## src/rtl/gate_vector_sequencer_pkg.sv

```systemverilog
// rtl/gate_vector_sequencer_pkg.sv - shared state encoding and reference truth tables
package gate_vector_sequencer_pkg;

    typedef enum logic [1:0] {
        IDLE   = 2'd0,
        DRIVE  = 2'd1,
        SAMPLE = 2'd2,
        DONE   = 2'd3
    } state_t;

    // Bit k is the gate output expected for {a,b} == k
    localparam logic [3:0] TT_AND  = 4'b1000;
    localparam logic [3:0] TT_OR   = 4'b1110;
    localparam logic [3:0] TT_XOR  = 4'b0110;
    localparam logic [3:0] TT_NAND = 4'b0111;

endpackage

```

## src/rtl/gate_vector_sequencer_hold_timer.sv

```systemverilog
// rtl/gate_vector_sequencer_hold_timer.sv - terminal-count hold counter with clear/enable
module hold_timer #(
    parameter int         W    = 4,
    parameter logic [W-1:0] TERM = '0
) (
    input  logic clk,
    input  logic rst,
    input  logic clr_i,
    input  logic en_i,
    output logic tc_o
);

    logic [W-1:0] cnt_q;

    always_ff @(posedge clk or posedge rst) begin
        if (rst) begin
            cnt_q <= '0;
        end else if (clr_i) begin
            cnt_q <= '0;
        end else if (en_i) begin
            cnt_q <= cnt_q + 1'b1;
        end
    end

    assign tc_o = (cnt_q == TERM);

endmodule

```

## src/rtl/gate_vector_sequencer.sv

```systemverilog
// rtl/gate_vector_sequencer.sv - sweeps a 2-input gate through all vectors and checks it
module gate_vector_sequencer
    import gate_vector_sequencer_pkg::*;
#(
    parameter int         HOLD_CYCLES = 10,
    parameter logic [3:0] EXP_TABLE   = TT_AND
) (
    input  logic       clk,
    input  logic       rst,
    input  logic       start,
    input  logic       gate_out,
    output logic       vec_a,
    output logic       vec_b,
    output logic       busy,
    output logic       done,
    output logic       pass,
    output logic [3:0] err_mask,
    output logic [2:0] err_count
);

    localparam int             CW   = (HOLD_CYCLES > 1) ? $clog2(HOLD_CYCLES) : 1;
    localparam logic [CW-1:0]  TERM = CW'(HOLD_CYCLES - 2);

    state_t     state_q;
    logic [1:0] vec_q;
    logic       busy_q, done_q, pass_q;
    logic [3:0] err_mask_q;
    logic [2:0] err_count_q;

    logic       start_accept;
    logic       hold_tc;
    logic       mismatch_d;
    logic [3:0] err_mask_d;
    logic [2:0] err_count_d;

    assign start_accept = start && ((state_q == IDLE) || (state_q == DONE));

    // Last DRIVE cycle is reached at HOLD_CYCLES-2, so with SAMPLE each vector lasts HOLD_CYCLES clocks
    hold_timer #(
        .W    (CW),
        .TERM (TERM)
    ) u_hold_timer (
        .clk   (clk),
        .rst   (rst),
        .clr_i (start_accept || (state_q == SAMPLE)),
        .en_i  (state_q == DRIVE),
        .tc_o  (hold_tc)
    );

    assign mismatch_d  = gate_out ^ EXP_TABLE[vec_q];
    assign err_mask_d  = err_mask_q | ({3'b000, mismatch_d} << vec_q);
    assign err_count_d = err_count_q + {2'b00, mismatch_d};

    always_ff @(posedge clk or posedge rst) begin
        if (rst) begin
            state_q     <= IDLE;
            vec_q       <= 2'd0;
            busy_q      <= 1'b0;
            done_q      <= 1'b0;
            pass_q      <= 1'b0;
            err_mask_q  <= 4'd0;
            err_count_q <= 3'd0;
        end else begin
            case (state_q)
                IDLE, DONE: begin
                    if (start) begin
                        state_q     <= DRIVE;
                        vec_q       <= 2'd0;
                        busy_q      <= 1'b1;
                        done_q      <= 1'b0;
                        pass_q      <= 1'b0;
                        err_mask_q  <= 4'd0;
                        err_count_q <= 3'd0;
                    end
                end
                DRIVE: begin
                    if (hold_tc) begin
                        state_q <= SAMPLE;
                    end
                end
                SAMPLE: begin
                    err_mask_q  <= err_mask_d;
                    err_count_q <= err_count_d;
                    if (vec_q == 2'd3) begin
                        state_q <= DONE;
                        busy_q  <= 1'b0;
                        done_q  <= 1'b1;
                        pass_q  <= (err_mask_d == 4'd0);
                    end else begin
                        state_q <= DRIVE;
                        vec_q   <= vec_q + 2'd1;
                    end
                end
                default: state_q <= IDLE;
            endcase
        end
    end

    assign vec_a     = vec_q[1];
    assign vec_b     = vec_q[0];
    assign busy      = busy_q;
    assign done      = done_q;
    assign pass      = pass_q;
    assign err_mask  = err_mask_q;
    assign err_count = err_count_q;

endmodule

```

## config.mk

```make
export PLATFORM = sky130hd
export DESIGN_NAME = gate_vector_sequencer
export DESIGN_NICKNAME = d
export VERILOG_FILES = /design/src/rtl/gate_vector_sequencer_pkg.sv /design/src/rtl/gate_vector_sequencer_hold_timer.sv /design/src/rtl/gate_vector_sequencer.sv
export SDC_FILE = /design/constraint.sdc
export NUM_CORES = 1
export LEC_CHECK = 0
export CAP_MARGIN = 20
export CELL_PAD_IN_SITES_DETAIL_PLACEMENT = 0
export CELL_PAD_IN_SITES_GLOBAL_PLACEMENT = 2
export CORE_MARGIN = 8
export CORE_UTILIZATION = 36
export DETAILED_ROUTE_END_ITERATION = 6
export PLACE_DENSITY_LB_ADDON = 0.1
export SLEW_MARGIN = 25
export SYNTH_ARGS = -nofsm -noshare
export SYNTH_HDL_FRONTEND = slang
export SYNTH_SLANG_ARGS = --single-unit
```

## constraint.sdc

```tcl
create_clock -name clk -period 4.2 [get_ports clk]
set_input_delay 0.42 -clock clk [delete_from_list [all_inputs] [get_ports clk]]
set_output_delay 0.42 -clock clk [all_outputs]
set_load 0.02 [all_outputs]
```

==> summary.md <==
| Metric | Value |
|---|---|
| Most common library cells after synthesis | `dfrtp_1 (18), nand2_1 (10), ha_1 (8), a21oi_1 (7)` |
| Top-count cell post-synth | `dfrtp_1` |
| Synth unique cells | `34` |
| Multi-input logic area | `~520 um2` |
| DRC Markers | `0` |
| Pre-CTS WS | `2.20 ns` |
| P&R area growth vs syn | `16.2%` |
| Reg2reg path depth | `5` |
| Post-CTS sizing | `0` |
| Syn nets | `111` |
| Storage cell area | `about 450 um2` |
| Worst VDD drop | `about 260 uV` |
| Synth Area per Inst | `roughly 10 um2` |
| Fmax | `499 MHz` |
| Final net count | `approximately 130` |
| GPL Wtd Cong | `0.726` |
| Largest net degree at the start of global routing | `19` |
| Setup Skew | `0.00527 ns` |
| DR WL met3 | `126 um` |
| First-pass GRT wire length | `3680 um` |
| Layout cells sized above 1 | `0.0721` |
| Crit share post-route | `0.477` |
| Cell taking the most area after synthesis | `dfrtp_1` |
| DRT iter0 DRCs | `33` |
| Mapped Area | `1030 um2` |
| Slew of the pin with the lowest slew margin | `0.697 ns` |
| Chip width | `~70 um` |
| CTS tree | `yes` |
| TritonRoute pass-1 iters | `4` |
| Startpoint types | `flop` |
| H-tree Lvls | `1` |
| Post-CTS Setup Bufs | `0` |
| Via/cell ratio | `5.18` |
| DRT met1 WL | `1050 um` |
| Crit path DAT | `roughly 2.2 ns` |
| Worst flop-to-flop path endpoint | `err_count[1]` |
| Pwr Density | `a little under 600 nW/um2` |
| WL met2 | `860 um` |
| EDFF count, synth | `0` |
| Boundary pin count | `16` |
| Hold path depth | `1` |
| R2r startpoint | `vec_q[0]` |
| Core area | `approximately 2700 um2` |
| Tmin final | `between 2 and 2.5 ns` |
| CP Class | `flop to flop` |
| Synth top area cells | `dfrtp_1 (44%), ha_1 (9.7%), nand2_1 (3.6%)` |
| Die H | `slightly below 70 um` |
| Final hold viol count | `0` |
| Cell leakage power | `0.541 nW` |
| Hold_ws | `roughly 0.51 ns` |
| Die area | `4850 um2` |
| Ant. Diodes | `0` |
| Clk_lat worst skew | `0.29 ns` |
| Synth Flop Type | `dfrtp_1` |
| Seq/Total Area, Yosys | `0.435` |
| Fillers | `256` |
| Max Slew Vio Count | `0` |
| Rel. slew slack | `0.535` |
| Hold worst-path end | `pass` |
| Hold WC Path Type | `flop to flop` |
| Initial core utilization | `0.378` |
| Synth Register Bits | `18` |
| Final worst slack | `2.20 ns` |
| Max-cap violations | `0` |
| Synthesis Warnings | `0` |
| Reg2Reg Setup Slack | `2.20 ns` |
| Vias | `735` |
| Dpl hpwl | `1520 um` |
| Uppermost layer routed | `met4` |
| Final setup vio count | `0` |
| Worst hold start | `err_mask[0]` |
| Worst-path maximum fanout | `11` |
| Final wirelength | `2050 um` |
| Clock buffer depth | `2` |
| CTS Buf Count | `3` |
| CTS Hold Buffers Added | `0` |
| Port-buffer cells | `15` |
| Outcome | `complete, no violations` |
| Clk sinks | `18` |
| Clk slew on worst S/H paths | `~0.10 ns` |
| Ys async rst share | `1.00` |
| # rows | `19` |
| Setup crit end kind | `flop` |
| Number of global-route vias before repair | `~760` |
| GR Overflow Total | `0` |
| Initial antenna violation count | `0` |
| Share of the synthesized area in the top cell type | `0.435` |
| Syn Inst Count | `just under 100` |
| Routed WL per cell | `14.5 um` |
| CTS root buf | `clkbuf_4` |
| RSZ-0062 raised after global routing | `false` |
| Setup TNS | `0 ns` |
| Required @ worst endpoint | `4.38 ns` |
| GRT Util Overall | `0.0892` |
| Antenna viol nets, final | `0` |
## kinds of logic (layout without fill, tap and decap cells)
family                   after synthesis  in the layout  synth area share
buffers and inverters                 12             24            0.0641
adder cells (fa/ha/maj)                8              8            0.0967
AO/OA/AOI/OAI                         22             22             0.148
flip-flops                            18             18             0.435
XOR/XNOR                               4              4            0.0520
multiplexers                           3              3            0.0290
AND/OR/NAND/NOR                       32             32             0.175
## layer usage
layer | up-vias | global-route usage
met5 | - | 0
met4 | 0 | 0.0335
met3 | 2 | 0.0300
met2 | 12 | 0.127
met1 | 344 | 0.120
li1 | 377 | -
## critical path, cell delays in order (launching register included)
cell,delay (ns)
dfrtp_1,0.50
ha_1,0.52
xor2_4,0.15
ha_1,0.21
ha_1,0.27
a32o_1,0.24
## cells in the final DEF (no fill, tap or decap)
cell type	count
nor3_1	1
o21ai_0	6
xor2_1	2
a211o_1	1
o2bb2ai_1	1
nand3_2	1
and4_1	1
a21oi_1	7
nor3b_1	1
a22o_1	1
nand2b_1	2
mux2i_1	3
dfrtp_1	18
or2_2	1
xor2_4	1
nand3b_1	4
a32o_1	2
nand3_1	1
o41ai_2	1
clkbuf_4	3
nor2b_1	1
nor2_1	5
ha_1	8
nand2b_4	1
a221o_1	1
nand4_1	2
inv_1	6
xnor2_1	1
o31ai_1	2
nand2_1	10
clkdlybuf4s50_1	15
and2b_1	1
## where the power goes
group | switching [W] | internal, W
Sequential | 0.0000460 | 0.000217
Combinational | 0.000200 | 0.000148
Clock | 0.0000522 | 0.0000333
Total | 0.000299 | 0.000397
## state kept, by name, summed over array words and instances, names as in the netlist
signal and count:
done 1, busy 1, err_mask 4, err_count 3, u_hold_timer.cnt_q 4, vec_q 2, pass 1, state_q 2
## area by class of cell
cell class                      count  share of cell area
Clock buffer                        3              0.0187
Inverter                            6              0.0187
Multi-Input combinational cell     69               0.431
Sequential cell                    18               0.375
Tap cell                           31              0.0323
Timing Repair Buffer               15               0.125
## worst max path at each step
stage               slack [ns]      endpoint  startpoint
floorplan                 2.34  err_count[1]    vec_q[1]
global placement          2.23  err_count[1]    gate_out
detailed placement        2.20  err_count[1]    gate_out
CTS                       2.20  err_count[1]    vec_q[0]
global route              2.10  err_count[2]    vec_q[0]
finish                    2.20  err_count[1]    vec_q[0]
## metrics by stage
step | total power [W] | instance area [um2] | cells | util
6_report | 0.000696 | 1200 | 142 | 0.440
4_1_cts | 0.000708 | 1200 | 142 | 0.440
5_1_grt | 0.000763 | 1200 | 142 | 0.440
3_5_place_dp | 0.000620 | 1180 | 139 | 0.432
3_3_place_gp | 0.000614 | 1180 | 139 | 0.432
2_1_floorplan | 0.000534 | 1030 | 99 | -
Note: power is estimated with default switching activity, not from simulation.
